==> src/rtl/word_tokenizer.sv <==
`timescale 1ns/1ps
// word_tokenizer: splits a console byte stream into whitespace-delimited tokens,
// writes each NUL-terminated into the TIB, then runs a pool FIND and reports the result.
module word_tokenizer #(
    parameter int ASZ    = 17,
    parameter int DSZ    = 8,
    parameter int TIB    = 0,
    parameter int MAXLEN = 31
) (
    input  logic           clk,
    input  logic           rst,
    input  logic           rx_vld,
    input  logic [7:0]     rx_dat,
    output logic           rx_rdy,
    output logic [1:0]     op,
    output logic [ASZ-1:0] ai,
    output logic [DSZ-1:0] vi,
    output logic           we,
    input  logic           bsy,
    input  logic           hit,
    input  logic [ASZ-1:0] ao0,
    input  logic [ASZ-1:0] ao1,
    output logic           tok_vld,
    input  logic           tok_rdy,
    output logic           tok_hit,
    output logic [ASZ-1:0] tok_pfa,
    output logic [5:0]     tok_len,
    output logic           tok_ovf
);

    typedef enum logic [2:0] {IDLE, COLLECT, TERM, FIND, WAIT, DONE} state_t;
    typedef enum logic [1:0] {OP_NOP = 2'd0, OP_R1 = 2'd1, OP_W1 = 2'd2, OP_FIND = 2'd3} op_t;

    localparam logic [ASZ-1:0] TIB_A = ASZ'(TIB);
    localparam logic [5:0]     MAX_L = 6'(MAXLEN);

    state_t         state, state_nx;
    logic [5:0]     len, len_nx;
    logic           ovf, ovf_nx;
    logic           armed, armed_nx;
    logic           latch;
    logic           accept, is_ws, is_bs;
    op_t            op_q, op_nx;
    logic [ASZ-1:0] ai_nx;
    logic [DSZ-1:0] vi_nx;
    logic           we_nx;
    logic           rdy_nx;
    logic [ASZ-1:0] tib_len;
    logic           unused_ao0;

    assign accept     = rx_vld & rx_rdy;
    assign is_ws      = rx_dat inside {8'h20, 8'h09, 8'h0A, 8'h0D};
    assign is_bs      = (rx_dat == 8'h08);
    assign tib_len    = TIB_A + ASZ'(len);
    assign op         = op_q;
    assign tok_vld    = (state == DONE);
    assign unused_ao0 = ^ao0;

    // Pool outputs are registered, so each op is launched one state early:
    // the terminator write shows while in TERM and the FIND pulse while in FIND.
    always_comb begin
        state_nx = state;
        len_nx   = len;
        ovf_nx   = ovf;
        armed_nx = 1'b0;
        latch    = 1'b0;
        op_nx    = OP_NOP;
        ai_nx    = '0;
        vi_nx    = '0;
        we_nx    = 1'b0;
        case (state)
            IDLE: begin
                if (accept && !is_ws && !is_bs) begin
                    op_nx    = OP_W1;
                    ai_nx    = TIB_A;
                    vi_nx    = DSZ'(rx_dat);
                    we_nx    = 1'b1;
                    len_nx   = 6'd1;
                    state_nx = COLLECT;
                end
            end
            COLLECT: begin
                if (accept) begin
                    if (is_bs) begin
                        if (len > 6'd1) begin
                            len_nx = len - 6'd1;
                        end else begin
                            len_nx   = '0;
                            state_nx = IDLE;
                        end
                    end else if (is_ws) begin
                        op_nx    = OP_W1;
                        ai_nx    = tib_len;
                        vi_nx    = '0;
                        we_nx    = 1'b1;
                        state_nx = TERM;
                    end else if (len < MAX_L) begin
                        op_nx  = OP_W1;
                        ai_nx  = tib_len;
                        vi_nx  = DSZ'(rx_dat);
                        we_nx  = 1'b1;
                        len_nx = len + 6'd1;
                    end else begin
                        ovf_nx = 1'b1;
                    end
                end
            end
            TERM: begin
                op_nx    = OP_FIND;
                ai_nx    = TIB_A;
                state_nx = FIND;
            end
            FIND: begin
                state_nx = WAIT;
            end
            WAIT: begin
                // First WAIT cycle only arms; bsy may not yet reflect the FIND.
                armed_nx = 1'b1;
                if (armed && !bsy) begin
                    latch    = 1'b1;
                    state_nx = DONE;
                end
            end
            DONE: begin
                if (tok_rdy) begin
                    len_nx   = '0;
                    ovf_nx   = 1'b0;
                    state_nx = IDLE;
                end
            end
            default: state_nx = IDLE;
        endcase
        rdy_nx = (state_nx == IDLE) || (state_nx == COLLECT);
    end

    always_ff @(posedge clk or negedge rst) begin
        if (!rst) begin
            state  <= IDLE;
            len    <= '0;
            ovf    <= 1'b0;
            armed  <= 1'b0;
            rx_rdy <= 1'b0;
            op_q   <= OP_NOP;
            ai     <= '0;
            vi     <= '0;
            we     <= 1'b0;
        end else begin
            state  <= state_nx;
            len    <= len_nx;
            ovf    <= ovf_nx;
            armed  <= armed_nx;
            rx_rdy <= rdy_nx;
            op_q   <= op_nx;
            ai     <= ai_nx;
            vi     <= vi_nx;
            we     <= we_nx;
        end
    end

    always_ff @(posedge clk or negedge rst) begin
        if (!rst) begin
            tok_hit <= 1'b0;
            tok_pfa <= '0;
            tok_len <= '0;
            tok_ovf <= 1'b0;
        end else if (latch) begin
            tok_hit <= hit;
            tok_pfa <= hit ? ao1 : '0;
            tok_len <= len;
            tok_ovf <= ovf;
        end
    end

endmodule

==> config.mk <==
export PLATFORM = sky130hd
export DESIGN_NAME = word_tokenizer
export DESIGN_NICKNAME = d
export VERILOG_FILES = /design/src/rtl/word_tokenizer.sv
export SDC_FILE = /design/constraint.sdc
export NUM_CORES = 1
export LEC_CHECK = 0
export ABC_AREA = 0
export ABC_CLOCK_PERIOD_IN_PS = 2520
export BUFFER_PORTS_ARGS = -buffer_cell sky130_fd_sc_hd__buf_2
export CAP_MARGIN = 20
export CORE_MARGIN = 5
export CORE_UTILIZATION = 43
export DETAILED_ROUTE_END_ITERATION = 16
export PLACE_DENSITY = 0.84
export RECOVER_POWER = 50
export SYNTH_ARGS = -nofsm -noshare
export SYNTH_HDL_FRONTEND = slang
export SYNTH_SLANG_ARGS = --single-unit
export TNS_END_PERCENT = 1
==> constraint.sdc <==
create_clock -name clk -period 2.52 [get_ports clk]
set_clock_uncertainty 0.2 [all_clocks]
set_input_delay 0.756 -clock clk [delete_from_list [all_inputs] [get_ports clk]]
set_output_delay 0.756 -clock clk [all_outputs]
set_load 0.03 [all_outputs]
==> flow_results.org <==
** Status
- The flow ran to the end, and the final reports show no timing, DRC or antenna violations.

** Clock network
- The root buffer cell chosen for the clock tree is sky130_fd_sc_hd__clkbuf_8.
- The tree built by TritonCTS fans out to 54 sinks.
- Maximum buffer depth of the clock tree :: 2
- Clock buffers created by TritonCTS :: 5
- The number of hold buffers added after CTS was 0.
- Number of buffers inserted to repair setup after CTS :: 0
- Clock latency on the worst-skew pair, taken at its later pin, is roughly 0.31 ns.
- Clk slew on worst S/H paths :: about 0.10 ns
- TritonCTS built the clock tree.
- Htree depth :: 2

** Global routing
- In the global route stage, overall resource usage came out at 17.0%.
- The number of antenna violations at the first check in global routing came to 0.
- Entering global routing, the biggest net connects 37 pins.
- Total congestion overflow :: 0
- The first global-routing pass estimated 10,100 um of wire.
- Vias in the first global route :: about 2,200

** Route
- Number of vias per cell after detailed routing :: about 5
- Dividing the detail-routed wire length by the instance count gives around 15 um.
- Total wirelength of the detailed-routed design :: between 6000 and 7000 um
- Starting DRT DRC Count :: ~140
- Count of TritonRoute iterations in the first routing pass :: 4
- Number of DRC violations after detailed routing :: 0
- Total vias in the final route :: between 2,000 and 2,500
- The detail route stage leaves a number of antenna-violating nets equal to 0.

** Worst setup path
- Worst setup path start :: rx_dat[1]
- Of all nets on the critical path, the largest fanout is 6.
- The setup path with the least slack is of type input pin to flip-flop.
- Critical path, cell by cell :: buf_2 > nor3b_4 > nand3_4 > and3_1 > or4_1 > buf_4 > o31ai_2 > o31ai_1
- Flop-to-flop setup slack :: around 0.10 ns
- Critical Path End Type :: flip-flop
- Worst setup SP type :: input pin
- Worst reg2reg path startpoint :: len[0]
- Required arrival time at the worst endpoint :: 2.52 ns
- Following the worst setup path forward leads to its endpoint at len[4].
- Endpoint of the most critical register-to-register path :: len[4]
- R2R cell count :: 7
- In this design, the stage delay of the slowest critical-path cell is 0.45 ns.
- Crit path DAT :: approximately 2.5 ns
- Cell with the largest stage delay on the worst path :: sky130_fd_sc_hd__or4_1

** Place
- Half-perimeter wire length of the detailed placement result :: ~4700 um
- Prior to clock tree synthesis, the placed netlist has a worst setup slack of -0.367 ns.
- During placement, the flow inserted port buffers numbering 74.
- Routability congestion estimate from global placement :: between 0.8 and 0.9

** STA
- For the pin with the worst max-slew slack, the measured transition is roughly 1.1 ns.
- Headroom to the max-slew limit :: about 29%
- Sum Neg Setup Slack :: 0 ns
- Final period utilization :: 98.8%
- Setup violations remaining at the end of the flow were counted as 0.
- Across all hold checks on the routed design, the worst slack comes to roughly 0.29 ns.
- Max-slew violation count :: 0
- Final critical-path required period :: ~2.5 ns
- Maximum clock rate :: ~400 MHz
- The count of final hold-check violations came to 0.
- Unrepaired setup endpoints after global routing :: yes
- PnR worst setup slack :: 0.0309 ns

** Floorplanning
- The initial utilization of the core area, before any placement, comes to 43.7%.
- Die area :: ~0.0075 mm2
- Core footprint :: ~0.0058 mm2
- The floorplan step set the die width to 86.8 um.
- The die is ~87 um tall.
- For this design the top-level I/O count stands at about 100.
- The floorplan has 28 rows.

** Logic synthesis
- Sequential-to-total area share from yosys stat :: a little over half
- Post-synth top area cell :: sky130_fd_sc_hd__dfrtp_1
- Number of standard cells after synthesis :: ~250
- Cells taking the most area after synthesis :: sky130_fd_sc_hd__dfrtp_1, sky130_fd_sc_hd__nand2_1, sky130_fd_sc_hd__o21ai_0
- Share of flip-flops with an asynchronous set or reset :: 100%
- During synthesis, Yosys emitted a total of 0 warnings.
- EDFF count, synth :: 0
- After synthesis the netlist holds a flip-flop and latch count of 54.
- In the synthesized netlist the dominant register cell turns out to be sky130_fd_sc_hd__dfrtp_1.
- Distinct cell type count of the synthesized netlist :: 48
- The mapped netlist covers around 0.0025 mm2.
- The top cell type by area accounts for between 50% and 60% of the synthesized area.
- Averaged over all synthesized cells, the footprint is 10.0 um2.

** Pwr
- For this design the static power due to leakage is between 0.0015 and 0.002 uW.
- Power density over cell area :: between 700 and 800 mW/mm2
- The worst-case IR drop observed on VDD is 0.319 mV.

** Final layout
- The post-route netlist has 38.3% of its cells at a drive strength greater than 1.
- Utilization after layout :: approximately 57%
- The number of antenna diodes in the final layout is 0.
- Compared with the post-synthesis result, the final layout area differs by 29.5%.
- Layout filler cell count :: between 500 and 600
- After the last flow step, the layout net total stands at 400.

** Job
- Across the run, the number of max-cap violations was 0.

** Worst hold path
- The min-delay analysis places its worst path in the category flip-flop to flip-flop.
- Worst hold path cell count :: 2
## per-stage QoR
stage          power [uW]  cells  cell area [um2]
2_1_floorplan        1480    263             2580
3_3_place_gp         1710    417             3150
3_5_place_dp         1740    417             3150
4_1_cts              2350    425             3270
5_1_grt              2490    425             3290
6_report             2350    425             3290
## layout by cell type, fill, tap and decap left out, drive strengths merged, types with 6 or more instances in the layout
cell type,netlist,layout
and2,13,13
nor3,9,9
clkbuf,11,6
buf,15,104
dfrtp,54,54
mux2,6,6
nand2,48,48
o31ai,7,7
nor2,9,9
conb,1,11
o21ai,25,25
## where the power goes
part           switching, uW  leakage [uW]  total [uW]  internal (uW)
clock network            296     0.0000587         598            301
logic                    448      0.000962         747            299
registers               46.9      0.000719        1010            958
total                    791       0.00174        2350           1560
## final cells by class
class	count	area, um2	area share, %
inverters	4	15.0	0.457
multi-input cells	179	1100	33.3
well taps	75	93.8	2.85
flip-flops and latches	54	1350	41.1
clock buffers	5	68.8	2.09
clock inverters	3	47.5	1.45
repair buffers	105	614	18.7
## timing repair
action	CTS	global route
pin swaps	0	1
setup endpoints to repair	4	6
gates resized for setup	2	6
## per-layer routing
layer	part of all wire, %	GRT usage [%]
met3	10	4.09
met4	1.2	5.52
met1	40	21.1
met5	0	0
met2	49	29.0
## sequential cells by signal, summed over array words and instances (netlist names), 2 cells and up
signal,count
ai,6
len,6
op,2
state,3
tok_len,6
tok_pfa,17
vi,8
## synthesized netlist by cell type, types with 3 or more instances
| cell type | instances |
|---|---|
| sky130_fd_sc_hd__a21oi_1 | 5 |
| sky130_fd_sc_hd__o21ai_0 | 24 |
| sky130_fd_sc_hd__ha_1 | 3 |
| sky130_fd_sc_hd__nor2_1 | 9 |
| sky130_fd_sc_hd__clkbuf_1 | 11 |
| sky130_fd_sc_hd__a31oi_1 | 4 |
| sky130_fd_sc_hd__inv_1 | 4 |
| sky130_fd_sc_hd__buf_4 | 11 |
| sky130_fd_sc_hd__and2_1 | 13 |
| sky130_fd_sc_hd__nor3b_1 | 4 |
| sky130_fd_sc_hd__nor3_1 | 8 |
| sky130_fd_sc_hd__nand2_1 | 48 |
| sky130_fd_sc_hd__dfrtp_1 | 54 |
| sky130_fd_sc_hd__mux2_2 | 6 |
| sky130_fd_sc_hd__o31ai_1 | 7 |
## worst min-delay path by stage
stage,startpoint,end,slack [ns]
after floorplan,rst,ai[0],0.26
after global placement,tok_pfa[8],tok_pfa[8],0.26
after detailed placement,tok_pfa[7],tok_pfa[7],0.27
after CTS,rst,tok_pfa[11],0.17
after global routing,tok_pfa[7],tok_pfa[7],0.31
final,tok_len[5],tok_len[5],0.29
## logic make-up (layout without fill, tap and decap cells)
family          after synthesis  in the layout  synth area share, %
mux                           6              6                 2.66
fa+ha+maj                     3              3                 1.48
buf+inv                      30            117                 6.16
simple gates                100            100                 20.5
compound gates               58             58                 15.5
xor+xnor                      1              1                0.345
other cells                   1             11                0.148
flops                        54             54                 53.2
## critical path, delay by kind of cell
family	cells	cell delay, ns
AOI/OAI and AO/OA	2	0.39
and+or+nand+nor	4	1.01
buffers and inverters	2	0.33
No activity file was read; power rests on OpenSTA's default activity.
